File: src/rtl/mmio_pkg.sv
// Shared definitions for the MMIO bus controller: controller state encoding,
// default address map and a saturating counter helper.
package mmio_pkg;

    typedef enum logic [2:0] {
        IDLE     = 3'd0,
        RAM_ADDR = 3'd1,
        RAM_DATA = 3'd2,
        IO_WAIT  = 3'd3,
        RESP     = 3'd4
    } state_t;

    localparam int DEF_RAM_DEPTH = 32'h0000_2000;
    localparam int DEF_IO_BASE   = 32'h0000_2000;

    function automatic logic [7:0] sat_inc8(input logic [7:0] v);
        return (v == 8'hFF) ? v : v + 8'd1;
    endfunction

endpackage

File: src/rtl/mmio_addr_decode.sv
// Combinational address decoder: classifies a CPU address as RAM, I/O channel
// or unmapped, and yields the channel index relative to the I/O base.
module mmio_addr_decode
    import mmio_pkg::*;
#(
    parameter int ADDR_W    = 16,
    parameter int RAM_DEPTH = DEF_RAM_DEPTH,
    parameter int IO_BASE   = DEF_IO_BASE,
    parameter int N_CH      = 16,
    parameter int CH_W      = 4
) (
    input  logic [ADDR_W-1:0] addr,
    output logic              hit_ram,
    output logic              hit_io,
    output logic [CH_W-1:0]   ch
);

    // One extra bit so IO_BASE+N_CH never wraps at the top of the address space.
    localparam logic [ADDR_W:0] RAM_TOP = (ADDR_W+1)'(RAM_DEPTH);
    localparam logic [ADDR_W:0] IO_LO   = (ADDR_W+1)'(IO_BASE);
    localparam logic [ADDR_W:0] IO_HI   = (ADDR_W+1)'(IO_BASE + N_CH);

    logic [ADDR_W:0] addr_x_s;
    logic [ADDR_W:0] off_s;

    // Range compare and channel offset extraction.
    always_comb begin
        addr_x_s = {1'b0, addr};
        off_s    = addr_x_s - IO_LO;
        hit_ram  = (addr_x_s < RAM_TOP);
        hit_io   = (addr_x_s >= IO_LO) && (addr_x_s < IO_HI);
        ch       = off_s[CH_W-1:0];
    end

endmodule

File: src/rtl/mmio_bus_ctrl.sv
// MMIO bus controller: routes single CPU transfers to a synchronous RAM or to
// one of N_CH acknowledge-based I/O channels, with timeout and error counting.
module mmio_bus_ctrl
    import mmio_pkg::*;
#(
    parameter int DATA_W    = 16,
    parameter int ADDR_W    = 16,
    parameter int RAM_DEPTH = DEF_RAM_DEPTH,
    parameter int IO_BASE   = DEF_IO_BASE,
    parameter int N_CH      = 16,
    parameter int TIMEOUT   = 15
) (
    input  logic                   clk,
    input  logic                   rst_n,
    input  logic                   cpu_req,
    input  logic                   cpu_we,
    input  logic [ADDR_W-1:0]      cpu_addr,
    input  logic [DATA_W-1:0]      cpu_wdata,
    output logic [DATA_W-1:0]      cpu_rdata,
    output logic                   cpu_ready,
    output logic                   cpu_err,
    output logic [ADDR_W-1:0]      ram_addr,
    output logic                   ram_we,
    output logic [DATA_W-1:0]      ram_wdata,
    input  logic [DATA_W-1:0]      ram_rdata,
    output logic [N_CH-1:0]        io_sel,
    output logic                   io_we,
    output logic [DATA_W-1:0]      io_wdata,
    input  logic [N_CH*DATA_W-1:0] io_rdata,
    input  logic [N_CH-1:0]        io_ack,
    output logic [7:0]             err_cnt
);

    localparam int CH_W  = (N_CH > 1) ? $clog2(N_CH) : 1;
    localparam int CNT_W = $clog2(TIMEOUT + 1);
    localparam logic [N_CH-1:0] ONE_HOT = N_CH'(1);

    state_t              state_r, state_next_s;
    logic [ADDR_W-1:0]   addr_r;
    logic                we_r;
    logic [DATA_W-1:0]   wdata_r;
    logic [CH_W-1:0]     ch_r;
    logic [CNT_W-1:0]    wait_cnt_r;

    logic                dec_ram_s, dec_io_s;
    logic [CH_W-1:0]     dec_ch_s;
    logic [CH_W-1:0]     ch_next_s;
    logic                we_next_s;
    logic                ack_sel_s;
    logic [DATA_W-1:0]   io_data_sel_s;
    logic                err_next_s;
    logic [DATA_W-1:0]   rdata_next_s;

    mmio_addr_decode #(
        .ADDR_W   (ADDR_W),
        .RAM_DEPTH(RAM_DEPTH),
        .IO_BASE  (IO_BASE),
        .N_CH     (N_CH),
        .CH_W     (CH_W)
    ) u_decode (
        .addr   (cpu_addr),
        .hit_ram(dec_ram_s),
        .hit_io (dec_io_s),
        .ch     (dec_ch_s)
    );

    assign ram_addr      = addr_r;
    assign ram_wdata     = wdata_r;
    assign io_wdata      = wdata_r;
    assign ch_next_s     = (state_r == IDLE) ? dec_ch_s : ch_r;
    assign we_next_s     = (state_r == IDLE) ? cpu_we   : we_r;
    assign ack_sel_s     = io_ack[ch_r];
    assign io_data_sel_s = io_rdata[int'(ch_r)*DATA_W +: DATA_W];

    // Next-state decode plus the response value/flag loaded on entry to RESP.
    always_comb begin
        state_next_s = state_r;
        err_next_s   = 1'b0;
        rdata_next_s = cpu_rdata;
        case (state_r)
            IDLE: begin
                if (!cpu_req) begin
                    state_next_s = IDLE;
                end else if (dec_ram_s) begin
                    state_next_s = RAM_ADDR;
                end else if (dec_io_s) begin
                    state_next_s = IO_WAIT;
                end else begin
                    state_next_s = RESP;
                    err_next_s   = 1'b1;
                    rdata_next_s = '0;
                end
            end
            RAM_ADDR: state_next_s = RAM_DATA;
            RAM_DATA: begin
                state_next_s = RESP;
                rdata_next_s = ram_rdata;
            end
            IO_WAIT: begin
                // An ack on the last permitted cycle takes priority over timeout.
                if (ack_sel_s) begin
                    state_next_s = RESP;
                    rdata_next_s = io_data_sel_s;
                end else if (wait_cnt_r == CNT_W'(TIMEOUT - 1)) begin
                    state_next_s = RESP;
                    err_next_s   = 1'b1;
                    rdata_next_s = '0;
                end else begin
                    state_next_s = IO_WAIT;
                end
            end
            RESP:    state_next_s = IDLE;
            default: state_next_s = IDLE;
        endcase
    end

    // State, request latch and all registered bus/CPU outputs.
    always_ff @(posedge clk or negedge rst_n) begin
        if (!rst_n) begin
            state_r    <= IDLE;
            addr_r     <= '0;
            we_r       <= 1'b0;
            wdata_r    <= '0;
            ch_r       <= '0;
            wait_cnt_r <= '0;
            cpu_ready  <= 1'b0;
            cpu_err    <= 1'b0;
            cpu_rdata  <= '0;
            io_sel     <= '0;
            io_we      <= 1'b0;
            ram_we     <= 1'b0;
            err_cnt    <= 8'd0;
        end else begin
            state_r <= state_next_s;
            if (state_r == IDLE && cpu_req) begin
                addr_r  <= cpu_addr;
                we_r    <= cpu_we;
                wdata_r <= cpu_wdata;
                ch_r    <= dec_ch_s;
            end
            wait_cnt_r <= (state_r == IO_WAIT && state_next_s == IO_WAIT) ?
                          wait_cnt_r + CNT_W'(1) : '0;
            cpu_ready  <= (state_next_s == RESP);
            cpu_err    <= err_next_s;
            cpu_rdata  <= rdata_next_s;
            io_sel     <= (state_next_s == IO_WAIT) ? (ONE_HOT << ch_next_s) : '0;
            io_we      <= (state_next_s == IO_WAIT) && we_next_s;
            ram_we     <= (state_next_s == RAM_ADDR) && we_next_s;
            if (state_r == RESP && cpu_err) begin
                err_cnt <= sat_inc8(err_cnt);
            end
        end
    end

endmodule

File: config.mk
export PLATFORM = sky130hd
export DESIGN_NAME = mmio_bus_ctrl
export DESIGN_NICKNAME = d
export VERILOG_FILES = /design/src/rtl/mmio_pkg.sv /design/src/rtl/mmio_addr_decode.sv /design/src/rtl/mmio_bus_ctrl.sv
export SDC_FILE = /design/constraint.sdc
export NUM_CORES = 1
export LEC_CHECK = 0
export CORE_AREA = 2 2 160 162
export DETAILED_ROUTE_END_ITERATION = 8
export DIE_AREA = 0 0 162 164
export GPL_ROUTABILITY_DRIVEN = 1
export MAX_ROUTING_LAYER = met4
export PLACE_DENSITY_LB_ADDON = 0.08
export SKIP_CTS_REPAIR_TIMING = 1
export SYNTH_ARGS = -nofsm -noshare
export SYNTH_HDL_FRONTEND = slang
export SYNTH_SLANG_ARGS = --single-unit
File: constraint.sdc
create_clock -name clk -period 3.1 [get_ports clk]
set_input_delay 0.62 -clock clk [delete_from_list [all_inputs] [get_ports clk]]
set_output_delay 0.62 -clock clk [all_outputs]
set_load 0.05 [all_outputs]
==> flow_summary.toml, run 1 <==
[logic_synthesis]
synth.distinct_cells = 41
ys_seq_elements = 84
yosys_warnings = 0
netlist_area_sq_um = 5690
synth_seq_area_share = 0.369
synth_top_area_share = 0.369
synthTopCellsByArea = "dfrtp_1 37%, mux4_2 27%, mux2_2 7.5%"
synthFlopType = "dfrtp_1"
synth_nets = 761
synth_cells = 434
synth_commonest_cells = "84 x dfrtp_1, 69 x mux4_2, 38 x mux2_2"
yosysMostFrequentCell = "dfrtp_1"
synth.avg_cell_area_sq_um = 13.1
ys_async_sr_fraction = 1.00
synth-edff-count = 0
synth_top_cell_by_area = "dfrtp_1"

[clock_tree]
cts.sinks = 84
cts_buffer_depth = 2
cts_tree = "done"
root_buffer = "clkbuf_16"
cts_buffers = 9
htreeDepth = 3
clock_latency_ns = 0.34
path_clk_slew_ns = 0.07

[sta]
finalSetupViolCount = 0
rsz0062_at_grt = "no"
timing_max_transition_violations_final = 0
finalWorstSetupSlack_ns = 0.438
worst_pin_slew_ns = 0.815
clock_skew_ns = 0.00722
finalSetupTns_ns = 0
hold_violations = 0
period_needed_ns = 2.66
finalCritPeriodShare = 0.859
fmax_mhz = 376
slew-limit-headroom = 0.456

[power]
ir_worst_vdd_v = 0.000352
switching_share = 0.390
pwr-share-comb = 0.537
clkPwrFrac = 0.208
p_int_mw = 3.44
pwr_density_cell_nw_per_um2 = 540
power_frac_seq = 0.256
power_leakage_nw = 4.14
switchingPower_mw = 2.21

[global_routing]
grtUsageMet3 = 0.0525
grt_overflow = 0
grt_pass1_vias = 6158
antenna_found_initial = 4
grt_start_max_net_pins = 71
use_met1 = 0.193
grtUsageMet2 = 0.348
globalRoute.busiestLayer = "met2"
globalRouteTotalUtil = 0.187
grt_pass1_wl_microns = 35900

[floorplanning]
num_rows = 58
core_sq_um = 24800
dieArea_sq_um = 26600
io_pins = 416
die_h_microns = 164
initial_core_util = 0.229
die_w_microns = 162

[final_layout]
syn2layout_area_growth_pct = 83.8
finalNetCount = 1147
layout.filler_cells = 2376
final_cells = 1161
drive_gt1_frac = 0.178
design_area_sq_um = 10500

[setup_path]
critPathRequiredTime_ns = 3.37
crit_path_cell_trace = "clkdlybuf4s50_1, mux4_2, mux4_2, o32a_1, or2_1, nor2_1"
path_common_cell = "mux4_2"
crit_family = "multiplexers"
crit_path_max_fanout = 8
end_kind = "flop"
crit_type = "primary input to flop"
worstSetupStartpointType = "primary input"
crit_buf_inv = 1
cpPeakStageDelay_ns = 0.55
cp.arrival_ns = 2.93
crit_slowest_cell = "mux4_2"

[drt]
drtPass1Iterations = 4
viasPerCell = 4.68
wirelength_microns = 24600
drt_drc_violations_left = 0
num_vias = 5430
detail_route.wl_per_cell_microns = 21.2
drt_iter0_markers = 147
ant_nets = 0

[placement]
dp.cells = 1139
place.gp.congestion = 0.837
pre_cts_ws_ns = 0.0881
io_buffers = 415
place_area_sq_um = 10100
dp_hpwl_microns = 20700

[flow_run]
cap_viol_max_count = 0

[min_path]
hold_path.class = "primary input to async pin"

[outcome]
outcome = "finished clean"
## power by group through the flow
stage	registers, mW	logic (mW)	clock network [mW]
after floorplan	1.91	1.46	0
after global placement	1.46	3.05	0
after detailed placement	1.47	3.07	0
after CTS	1.45	3.07	1.21
after global routing	1.48	3.21	1.25
final	1.44	3.03	1.17
## area by class of cell
cell class                 instances  area (sq um)  share of cell area
clock buffer                      10           229              0.0219
antenna                            6          15.0             0.00144
timing repair buffer             429          4300               0.411
multi-input combinational        286          3260               0.311
clock inverter                     6          95.1             0.00909
sequential                        84          2110               0.202
inverter                          10          37.5             0.00359
tap                              330           413              0.0395
## per-stage QoR
stage	power, mW	hold slack, ns	util
after CTS	5.73	0.361	0.421
final	5.65	0.332	0.422
after detailed placement	4.54	0.477	0.408
after floorplan	3.38	0.324	-
after global placement	4.51	0.469	0.408
after global routing	5.93	0.392	0.421
## state kept, by name (all words and copies together), names as in the netlist, 3 cells and up
signal	cells
err_cnt	8
state_r	3
wait_cnt_r	4
cpu_rdata	16
ram_addr	16
io_wdata	16
io_sel	16
## path summary, 6_finish.rpt
path                                          startpoint                        to  slack, ns  cells past startpoint
worst max-delay path                          io_ack[14]       io_sel[5]$_DFF_PN0_       0.44                      6
worst min-delay path                               rst_n    err_cnt[4]$_DFFE_PN0P_       0.33                      1
worst max register to register   ram_addr[0]$_DFFE_PN0P_  cpu_rdata[2]$_DFFE_PN0P_       0.53                      6
worst min register to register  ram_addr[13]$_DFFE_PN0P_  ram_addr[13]$_DFFE_PN0P_       0.48                      2
max in group asynchronous                          rst_n  io_wdata[15]$_DFFE_PN0P_       2.05                      2
min in group clk                ram_addr[13]$_DFFE_PN0P_  ram_addr[13]$_DFFE_PN0P_       0.48                      2
## routing by layer
layer,share of wire,vias to the layer above
li1,-,2469
met1,0.36,2692
met2,0.55,249
met3,0.076,20
met4,0.016,0
met5,0,-
## kinds of logic (layout without fill, tap and decap cells)
group                      after synthesis  after routing  share of synthesized area
AOI/OAI and AO/OA                       54             54                     0.0822
xor gates and xnor gates                 9              9                     0.0138
adders and majority gates                3              3                    0.00660
buffers and inverters                   64            455                     0.0594
DFF                                     84             84                      0.369
muxes                                  131            131                      0.392
other                                    0              6                          0
and+or+nand+nor                         89             89                     0.0767
## worst register-to-register path, stage by stage, from the launching register on
cell,delay (ns)
dfrtp_4,0.73
buf_12,0.32
mux4_2,0.57
mux2i_1,0.32
nand2_1,0.12
o211a_1,0.15
a221o_1,0.26
## placed cells by master, fill, tap and decap left out, types with 2 or more instances in the layout
cell             netlist  layout
a221o_1               16      16
a31oi_1                9       9
buf_12                 0       4
buf_4                 17      12
bufinv_16              0       2
clkbuf_16              0       9
clkdlybuf4s50_1        0     413
clkinv_4               0       2
dfrtp_1               84      81
dfrtp_4                0       2
diode_2                0       6
ha_1                   3       3
inv_1                  8       8
inv_2                  2       2
inv_6                  0       2
mux2_1                 7       7
mux2_2                38      38
mux2i_1               17      17
mux4_2                69      69
nand2_1               25      25
nand3_1                6       6
nand4_1                2       2
nor2_1                24      23
nor3_1                14      14
nor3b_1                5       5
o211a_1               16      16
o21ai_0                5       5
o32a_1                 2       2
or2_1                  4       4
or3_1                  2       2
xnor2_1                5       5
xor2_1                 4       4
(Power assumes the default switching activity.)
==> run 2, diff against run 1 <==
==> constraint.sdc (replaced) <==
create_clock -name clk -period 3.1 [get_ports clk]
set_input_delay 0.465 -clock clk [delete_from_list [all_inputs] [get_ports clk]]
set_output_delay 0.465 -clock clk [all_outputs]
set_load 0.05 [all_outputs]
==> run 2 against run 1 <==
Effect of this change:
- hold slack got worse by 0.21 ns
- combinational power is essentially flat
- cell area shrank 0.25%
- count of clock-buffer cells in the layout rose by 1
- setup slack improved by 0.016 ns
- via count down 0.57%
- sequential share of layout area up 0.051 points
- critical path type is now flop to output port
==> flow_summary.toml, run 2 (synthesis gave the netlist of run 1 again) <==
[outcome]
outcome = "finished clean"

[setup_path]
r2r_setup_slack_ns = 0.56
crit_type = "flop to output port"
crit_slowest_cell = "clkdlybuf4s50_1"
worstSetupStartpointType = "flop"
worstRegToRegCells = 5
crit_family = "buffers and inverters"
crit_path_max_fanout = 38
reg2reg_to = "io_sel[4]$_DFF_PN0_"
cpPeakStageDelay_ns = 0.93
crit_buf_inv = 2
crit_path_cell_trace = "buf_4, clkdlybuf4s50_1"
timing.rr.start = "ram_addr[1]$_DFFE_PN0P_"
end_kind = "output port"
cp.arrival_ns = 2.18
critPathRequiredTime_ns = 2.63

[global_routing]
grt_pass1_wl_microns = 35600
grt_start_max_net_pins = 71
grt_overflow = 0
antenna_found_initial = 5
globalRouteTotalUtil = 0.185
grt_pass1_vias = 6123

[drt]
drtPass1Iterations = 4
detail_route.wl_per_cell_microns = 20.9
drt_drc_violations_left = 0
viasPerCell = 4.65
ant_nets = 0
wirelength_microns = 24200
num_vias = 5399
drt_iter0_markers = 247

[sta]
fmax_mhz = 378
finalWorstSetupSlack_ns = 0.454
hold_violations = 0
period_needed_ns = 2.65
clock_skew_ns = 0.0104
slew-limit-headroom = 0.436
timing_max_transition_violations_final = 0
rsz0062_at_grt = "no"
finalSetupTns_ns = 0
finalCritPeriodShare = 0.854
hold_ws_ns = 0.127
finalSetupViolCount = 0
worst_pin_slew_ns = 0.842

[final_layout]
fin_util = 0.420
design_area_sq_um = 10400
drive_gt1_frac = 0.179
layout.filler_cells = 2399
final_cells = 1162
layout_common_cells = "413 x clkdlybuf4s50_1, 81 x dfrtp_1, 69 x mux4_2"
layout_commonest_cell = "clkdlybuf4s50_1"
finalNetCount = 1147
syn2layout_area_growth_pct = 83.3

[placement]
place.gp.congestion = 0.825
io_buffers = 415
dp_hpwl_microns = 20400
pre_cts_ws_ns = 0.210
place_area_sq_um = 10100
dp.cells = 1139

[clock_tree]
clock_latency_ns = 0.34
path_clk_slew_ns = 0.07
root_buffer = "clkbuf_16"
cts_buffer_depth = 2
cts.sinks = 84
cts_tree = "done"
htreeDepth = 3
cts_buffers = 9

[power]
pwr_density_cell_nw_per_um2 = 536
power_mw = 5.59
power_leakage_nw = 4.14
ir_worst_vdd_v = 0.000333

[floorplanning]
initial_core_util = 0.229
dieArea_sq_um = 26600
num_rows = 58
io_pins = 416
die_h_microns = 164
core_sq_um = 24800
die_w_microns = 162

[flow_run]
cap_viol_max_count = 0

[min_path]
hold_path.class = "primary input to async pin"
-- run 2: cell types whose count changed in the layout (fill, tap and decap cells not counted) --
| cell | change |
|---|---|
| inv_8 | +1 |
| buf_12 | -2 |
| inv_6 | -1 |
| clkbuf_1 | -1 |
| clkbuf_8 | +2 |
| buf_4 | +2 |
| bufinv_16 | -1 |
| diode_2 | +1 |
-- run 2: cell type report --
| type | instances | area [sq um] | area share |
|---|---|---|---|
| Tap cell | 330 | 413 | 0.0396 |
| Timing Repair Buffer | 429 | 4280 | 0.410 |
| Multi-Input combinational cell | 286 | 3260 | 0.312 |
| Clock inverter | 5 | 67.6 | 0.00647 |
| Inverter | 10 | 37.5 | 0.00360 |
| Antenna cell | 7 | 17.5 | 0.00168 |
| Clock buffer | 11 | 253 | 0.0242 |
| Sequential cell | 84 | 2110 | 0.202 |
-- run 2: worst register-to-register path: stages (launching register included) --
cell     delay [ns]
dfrtp_4        0.49
mux4_2         0.52
mux4_2         0.55
o32a_1         0.45
or2_1          0.33
nor2_1         0.12
-- run 2: worst max path at each step --
stage	to	startpoint	cells after the start	slack, ns
after floorplan	cpu_rdata[10]$_DFFE_PN0P_	ram_addr[1]$_DFFE_PN0P_	8	0.40
after global placement	io_sel[5]$_DFF_PN0_	io_ack[11]	6	0.26
after detailed placement	io_sel[12]$_DFF_PN0_	io_ack[10]	6	0.21
after CTS	ram_addr[3]	ram_addr[3]$_DFFE_PN0P_	2	0.40
after global routing	cpu_rdata[2]$_DFFE_PN0P_	ram_addr[0]$_DFFE_PN0P_	6	0.34
final	ram_addr[3]	ram_addr[3]$_DFFE_PN0P_	2	0.45
-- run 2: report_power, final --
part	internal, mW	switching [mW]
logic	1.46	1.54
registers	1.26	0.187
clock network	0.680	0.465
-- run 2: routing by layer --
metal | vias up | part of all wire | global-route usage
met5 | - | 0 | -
met4 | 0 | 0.015 | 0.0615
met3 | 18 | 0.079 | 0.0528
met2 | 239 | 0.54 | 0.329
met1 | 2669 | 0.37 | 0.198
li1 | 2473 | - | -
